**config.mk**
```make
export PLATFORM = sky130hd
export DESIGN_NAME = pkt_ctrl_mc
export DESIGN_NICKNAME = d
export VERILOG_FILES = /design/src/rtl/pkt_ctrl_pkg.sv /design/src/rtl/pkt_ctrl_ch.sv /design/src/rtl/pkt_ctrl_mc.sv
export SDC_FILE = /design/constraint.sdc
export NUM_CORES = 1
export LEC_CHECK = 0
export ABC_AREA = 1
export CAP_MARGIN = 20
export CELL_PAD_IN_SITES_DETAIL_PLACEMENT = 0
export CELL_PAD_IN_SITES_GLOBAL_PLACEMENT = 1
export CORE_MARGIN = 2
export CORE_UTILIZATION = 39
export DETAILED_ROUTE_END_ITERATION = 16
export PLACE_DENSITY_LB_ADDON = 0.05
export SETUP_SLACK_MARGIN = 0.15
export SYNTH_ARGS = -nofsm -noshare
export SYNTH_HDL_FRONTEND = slang
export SYNTH_SLANG_ARGS = --single-unit
```
**constraint.sdc**
```tcl
create_clock -name clk -period 2.46 [get_ports clk]
set_input_delay 0.246 -clock clk [delete_from_list [all_inputs] [get_ports clk]]
set_output_delay 0.246 -clock clk [all_outputs]
set_load 0.01 [all_outputs]
```
**src/rtl/pkt_ctrl_pkg.sv**
```systemverilog
// Shared types and helpers for the multi-channel packet framing controller.
package pkt_ctrl_pkg;

  typedef enum logic [1:0] {
    ST_IDLE = 2'd0,
    ST_PKT  = 2'd1,
    ST_DROP = 2'd2
  } state_t;

  typedef enum logic [2:0] {
    ERR_NONE        = 3'd0,
    ERR_SOP_IN_PKT  = 3'd1,
    ERR_EOP_NO_SOP  = 3'd2,
    ERR_BEAT_NO_SOP = 3'd3,
    ERR_TOO_LONG    = 3'd4,
    ERR_TOO_SHORT   = 3'd5,
    ERR_VAL_GAP     = 3'd6
  } err_code_t;

  // Counters up to 32 bits wide; holds at 2^w-1.
  function automatic logic [31:0] sat_inc(input logic [31:0] v, input int unsigned w);
    logic [31:0] max_v;
    max_v = (w >= 32) ? 32'hFFFF_FFFF : ((32'd1 << w) - 32'd1);
    return (v >= max_v) ? v : v + 32'd1;
  endfunction

endpackage

```
**src/rtl/pkt_ctrl_ch.sv**
```systemverilog
// One channel: sop/val/eop framing FSM, length check, error encode and
// saturating statistics.
//   state   | meaning
//   IDLE    | between packets, waiting for sop
//   PKT     | accepting and forwarding beats of an enabled packet
//   DROP    | silently discarding until eop or a new sop
module pkt_ctrl_ch
  import pkt_ctrl_pkg::*;
#(
  parameter int MIN_LEN    = 2,
  parameter int MAX_LEN    = 64,
  parameter int STRICT_VAL = 1,
  parameter int CNT_W      = 16
) (
  input  logic             clk,
  input  logic             reset,
  input  logic             val,
  input  logic             sop,
  input  logic             eop,
  input  logic             cfg_port_enable,
  input  logic             cnt_clr,
  output logic             enable,
  output logic             error,
  output logic [2:0]       err_code,
  output logic [CNT_W-1:0] good_cnt,
  output logic [CNT_W-1:0] err_cnt
);

  localparam int LEN_W = $clog2(MAX_LEN + 1) + 1;
  localparam logic [LEN_W-1:0] MAX_L = LEN_W'(MAX_LEN);
  localparam logic [LEN_W-1:0] MIN_L = LEN_W'(MIN_LEN);

  state_t           state_q, state_d;
  logic [LEN_W-1:0] len_q, len_d, len_inc;
  logic             enable_q, enable_d;
  logic             error_q, error_d;
  err_code_t        code_q, code_d;
  logic [CNT_W-1:0] good_q, good_d, errc_q, errc_d;

  logic      start, fwd, good_inc;
  err_code_t err_v;

  // A valid sop restarts framing from any state.
  assign start   = val & sop;
  assign len_inc = len_q + LEN_W'(1);

  always_ff @(posedge clk) begin
    if (reset) begin
      state_q  <= ST_IDLE;
      len_q    <= '0;
      enable_q <= 1'b0;
      error_q  <= 1'b0;
      code_q   <= ERR_NONE;
      good_q   <= '0;
      errc_q   <= '0;
    end else begin
      state_q  <= state_d;
      len_q    <= len_d;
      enable_q <= enable_d;
      error_q  <= error_d;
      code_q   <= code_d;
      good_q   <= good_d;
      errc_q   <= errc_d;
    end
  end

  always_comb begin
    state_d = state_q;
    len_d   = len_q;
    if (start) begin
      len_d   = LEN_W'(1);
      state_d = eop ? ST_IDLE : (cfg_port_enable ? ST_PKT : ST_DROP);
    end else begin
      unique case (state_q)
        ST_PKT: begin
          if (val) begin
            if (len_inc > MAX_L) begin
              state_d = ST_DROP;
            end else begin
              len_d = len_inc;
              if (eop) state_d = ST_IDLE;
            end
          end else if (STRICT_VAL != 0) begin
            state_d = ST_DROP;
          end
        end
        ST_DROP: if (val && eop) state_d = ST_IDLE;
        default: state_d = state_q;
      endcase
    end
  end

  // Errors are assigned lowest code first, so later checks only fill an empty slot.
  always_comb begin
    fwd      = 1'b0;
    good_inc = 1'b0;
    err_v    = ERR_NONE;
    if (start) begin
      if (state_q != ST_IDLE) err_v = ERR_SOP_IN_PKT;
      if (cfg_port_enable) begin
        fwd = 1'b1;
        if (eop) begin
          if (MIN_LEN > 1) begin
            if (err_v == ERR_NONE) err_v = ERR_TOO_SHORT;
          end else begin
            good_inc = 1'b1;
          end
        end
      end
    end else begin
      unique case (state_q)
        ST_IDLE: if (val) err_v = eop ? ERR_EOP_NO_SOP : ERR_BEAT_NO_SOP;
        ST_PKT: begin
          if (val) begin
            if (len_inc > MAX_L) begin
              err_v = ERR_TOO_LONG;
            end else begin
              fwd = 1'b1;
              if (eop) begin
                if (len_inc < MIN_L) err_v = ERR_TOO_SHORT;
                else                 good_inc = 1'b1;
              end
            end
          end else if (STRICT_VAL != 0) begin
            err_v = ERR_VAL_GAP;
          end
        end
        default: err_v = ERR_NONE;
      endcase
    end
  end

  always_comb begin
    enable_d = fwd;
    error_d  = (err_v != ERR_NONE);
    code_d   = error_d ? err_v : code_q;
    good_d   = good_q;
    errc_d   = errc_q;
    if (cnt_clr) begin
      good_d = '0;
      errc_d = '0;
    end else begin
      if (good_inc) good_d = CNT_W'(sat_inc(32'(good_q), CNT_W));
      if (error_d)  errc_d = CNT_W'(sat_inc(32'(errc_q), CNT_W));
    end
  end

  assign enable   = enable_q;
  assign error    = error_q;
  assign err_code = code_q;
  assign good_cnt = good_q;
  assign err_cnt  = errc_q;

endmodule

```
**src/rtl/pkt_ctrl_mc.sv**
```systemverilog
// NUM_CH independent packet framing channels with packed status vectors.
module pkt_ctrl_mc
  import pkt_ctrl_pkg::*;
#(
  parameter int NUM_CH     = 4,
  parameter int MIN_LEN    = 2,
  parameter int MAX_LEN    = 64,
  parameter int STRICT_VAL = 1,
  parameter int CNT_W      = 16
) (
  input  logic                    clk,
  input  logic                    reset,
  input  logic [NUM_CH-1:0]       val,
  input  logic [NUM_CH-1:0]       sop,
  input  logic [NUM_CH-1:0]       eop,
  input  logic [NUM_CH-1:0]       cfg_port_enable,
  input  logic                    cnt_clr,
  output logic [NUM_CH-1:0]       enable,
  output logic [NUM_CH-1:0]       error,
  output logic [3*NUM_CH-1:0]     err_code,
  output logic [CNT_W*NUM_CH-1:0] good_cnt,
  output logic [CNT_W*NUM_CH-1:0] err_cnt
);

  for (genvar g = 0; g < NUM_CH; g++) begin : g_ch
    pkt_ctrl_ch #(
      .MIN_LEN   (MIN_LEN),
      .MAX_LEN   (MAX_LEN),
      .STRICT_VAL(STRICT_VAL),
      .CNT_W     (CNT_W)
    ) u_ch (
      .clk            (clk),
      .reset          (reset),
      .val            (val[g]),
      .sop            (sop[g]),
      .eop            (eop[g]),
      .cfg_port_enable(cfg_port_enable[g]),
      .cnt_clr        (cnt_clr),
      .enable         (enable[g]),
      .error          (error[g]),
      .err_code       (err_code[3*g +: 3]),
      .good_cnt       (good_cnt[CNT_W*g +: CNT_W]),
      .err_cnt        (err_cnt[CNT_W*g +: CNT_W])
    );
  end

endmodule

```
==> results of run 1 <==
## synth_stat cells (all sizes together)
cell	instances
nand2	428
or2	3
o221ai	1
o22ai	2
nor3b	3
buf	32
nand3b	6
o32ai	1
o21bai	3
nand3	147
inv	199
nor4	9
a31oi	2
clkbuf	21
a21oi	174
xor2	50
clkinv	1
ha	24
nor2	177
nand4	31
nor3	67
dfxtp	188
xnor2	32
o21a	1
o21ai	47
## cell families (layout without fill, tap and decap cells)
| family | count (synthesis) | after routing | synth area share (%) |
|---|---|---|---|
| compound gates | 231 | 231 | 11.2 |
| xor+xnor | 82 | 82 | 6.54 |
| fa+ha+maj | 24 | 24 | 2.74 |
| buf+inv | 253 | 449 | 9.64 |
| flops | 188 | 188 | 34.3 |
| simple gates | 871 | 875 | 35.6 |
## repair_timing
action,4_1_cts,5_1_grt
buffers inserted,0,6
pin swaps,0,12
gates resized for setup,13,88
setup endpoints to repair,32,159
gates cloned,0,6
## layer usage
metal | routed length [um] | part of all wire, % | global-route usage [%]
met5 | 0 | 0 | 0
met4 | 385 | 1.2 | 5.08
met3 | 1240 | 4.0 | 4.05
met2 | 14800 | 47 | 35.5
met1 | 14900 | 48 | 27.1
## power by group
part / leakage, nW / internal, mW / total [mW] / switching [mW]
Sequential: 1.53 / 3.10 / 3.15 / 0.0490
Combinational: 3.30 / 0.370 / 0.952 / 0.583
Clock: 0.252 / 1.40 / 2.69 / 1.29
Total: 5.08 / 4.87 / 6.79 / 1.92
## worst paths after layout
kind	slack, ps	depth (start not counted)	to	from
setup reg to reg	320	14	g_ch[0].u_ch.good_cnt[14]	g_ch[0].u_ch.len_q[0]
hold / removal	460	2	g_ch[2].u_ch.len_q[7]	g_ch[2].u_ch.len_q[7]
setup / recovery	320	14	g_ch[0].u_ch.good_cnt[14]	g_ch[0].u_ch.len_q[0]
hold reg to reg	460	2	g_ch[2].u_ch.len_q[7]	g_ch[2].u_ch.len_q[7]
## cell usage in the layout (no fill, tap or decap), drive strengths merged, types with 24 or more instances in the layout
cell type | synthesis | final
nor3 | 67 | 67
nor2 | 177 | 177
ha | 24 | 24
buf | 32 | 50
clkdlybuf4s50 | 0 | 166
nand2 | 428 | 432
dfxtp | 188 | 188
nand4 | 31 | 31
xor2 | 50 | 50
nand3 | 147 | 147
xnor2 | 32 | 32
o21ai | 47 | 47
a21oi | 174 | 174
inv | 199 | 199
## area by class of cell
type | count | area, um^2 | share of cell area (%)
Multi-Input combinational cell | 1212 | 6520 | 45.7
Sequential cell | 188 | 3800 | 26.7
Timing Repair Buffer | 218 | 2140 | 15.0
Inverter | 200 | 771 | 5.41
Tap cell | 378 | 473 | 3.32
Clock buffer | 19 | 433 | 3.04
Clock inverter | 12 | 116 | 0.816
## registers in the layout, indices dropped and copies added (netlist names)
signal	cells
g_ch.u_ch.error	4
g_ch.u_ch.enable	4
g_ch.u_ch.len_q	32
g_ch.u_ch.err_code	12
g_ch.u_ch.err_cnt	64
g_ch.u_ch.state_q	8
g_ch.u_ch.good_cnt	64
## worst min-delay path, delay by kind of cell (launching register included)
family | cells | cell delay (ps)
AND/OR/NAND/NOR | 1 | 50
buffers and inverters | 1 | 60
flip-flops | 1 | 310
## per-stage QoR
step                      utilization [%]  std cells  setup slack (ps)  cell area, um^2
after floorplan                         -       1649               479            11000
after global placement               47.4       2184               111            13200
after detailed placement             47.4       2184              99.3            13200
after CTS                            49.6       2215               147            13800
after global routing                 51.3       2227               100            14300
final                                51.3       2227               321            14300
==> reports/results.txt, run 1 <==
The worst path in the final design needs a cycle of 2140 ps, including I/O delays and setup. Entering global routing, the biggest net connects 54 pins. The path class of the tightest hold or removal check is register to register. The mapped netlist covers 11000 um^2. Along the worst path, the maximum fanout reaches 5. The vertical extent of the die was 172 um. Sequential elements use 34.3% of the synthesized area. In the routed layout, each cell is associated on average with a via count of 4.88.

The die extent in x works out to 172 um. The worst setup path is captured at a register. For the total design power, the log shows 6.79 mW. For this run, the slowest stage of the critical path takes 380 ps. The logs give 5 for the total iterations of the first detailed-routing run and 1880 for the number of nets in the final layout.

The area overhead of the layout relative to synthesis was 29.9%; the count of final hold-check violations was 0. During synthesis, Yosys emitted a total of 0 warnings. The highest achievable clock rate came out at 0.467 GHz. The buffering stage count on the worst path with inverters included was 1. Setup repair after global routing could not meet its margin everywhere. The number of nets in the synthesized netlist is 1692.

The clock reaches the later pin of the worst-skew pair after 440 ps. In the global route stage, overall resource usage came out at 20.9%. In this run the mean area of a mapped cell was 6.66 um^2.

Initial antenna violation count: 0. In this design, the largest share of critical-path delay is due to simple AND/OR/NAND/NOR gates. In this run the core area contains 61 standard-cell rows.

In this run the remaining antenna-violating nets after routing total 0. Yosys attributes the largest share of cell area to sky130_fd_sc_hd__dfxtp_1, sky130_fd_sc_hd__nand2_1, sky130_fd_sc_hd__a21oi_1. Dividing the final minimum period by the clock period gives 87.0%. The critical path goes through ha_4 -> nand3_2 -> nor2_2 -> inv_1 -> nand2_1 -> nand2_1 -> nand2_2 -> nor2_2 -> nor3_2 -> nand3_4 -> nor2_2 -> nand3_1 -> o21ai_0 -> nor2_1.

For the post-detailed-routing wire length, the log shows 31300 um. The root buffer cell is sky130_fd_sc_hd__clkbuf_16. The number of port buffers was 166; the top cell type's share of synthesized area was 34.3%.

The analysis attributes to cell leakage a power of 5.08 nW. The estimated wirelength of the detail-placed design was 22700 um; the initial cell density of the core was 39.5%. The number of global-route vias before repair was 10100; the detailed-route DRC error count was 0. The number of max-capacitance violations reported is 0.

The flow ran to the end, and the final reports show no timing, DRC or antenna violations. Data arrives at the worst endpoint at 2480 ps. For the final database, setup skew stands at 14.1 ps. The number of antenna diodes in the final layout is 0. The number of instances in the synthesized netlist was 1649. In this run, synthesis produced a sequential element count of 188.

For this design the ratio of total power to cell area is 476 nW/um^2. The number of distinct standard cells referenced by the synthesized netlist is 38. The cell at the slowest stage of the critical path was sky130_fd_sc_hd__dfxtp_4. Dividing the detail-routed wire length by the instance count gives 14.1 um. Cell repeated most along the worst path: sky130_fd_sc_hd__nor2_2. The run gives 461 ps as the final worst hold slack.

The first-pass GRT wire length was 49700 um. The tightest slew margin relative to the limit is 61.6%, and the measured slew at the worst slew-check pin is 571 ps. The tools report the count of routing violations after the opening detailed-route iteration as 649.

At the end of routability-driven placement, the weighted congestion stood at 0.875. Highest ir drop seen on vdd: 0.414 mV. The synthesized design spends more area on one cell type than any other, namely sky130_fd_sc_hd__dfxtp_1. The clock-pin slew on the worst setup and hold paths was 80 ps. STA classifies the critical path startpoint as a register. Classification of the worst setup path: register to register.

The clock net sink count is 188, and the area of the placeable core is 27800 um^2. The H-tree level count came out at 4. The total congestion overflow after global routing is 0, and the number of ports placed on the die boundary is 167.

Required time reported for the critical path endpoint: 2800 ps. The run gives 2 as the number of buffers on the longest clock path. The final setup violation count was 0; the number of max-slew violations in the final report was 0.

The layout has 2870 filler cells. The final total negative setup slack came out at 0 ps. For the hold buffer count at cts, the log shows 0.

TritonCTS built the clock tree. The ratio of cells with drive above 1 in the final layout is 12.7%. For the overall via count from detail_route, the log shows 10900. The die outline area was 29500 um^2.

The number of clock buffers added by TritonCTS is 17.
Note: power is estimated with default switching activity, not from simulation.
==> run 2, diff against run 1 <==
--- a/config.mk
+++ b/config.mk
@@ -11,6 +11,7 @@
 export CELL_PAD_IN_SITES_GLOBAL_PLACEMENT = 1
 export CORE_MARGIN = 2
 export CORE_UTILIZATION = 39
+export CTS_CLUSTER_DIAMETER = 120
 export DETAILED_ROUTE_END_ITERATION = 16
 export PLACE_DENSITY_LB_ADDON = 0.05
 export SETUP_SLACK_MARGIN = 0.15
==> results of run 2 <==
No change in the layout: final DEF, timing and power equal those of run 1.
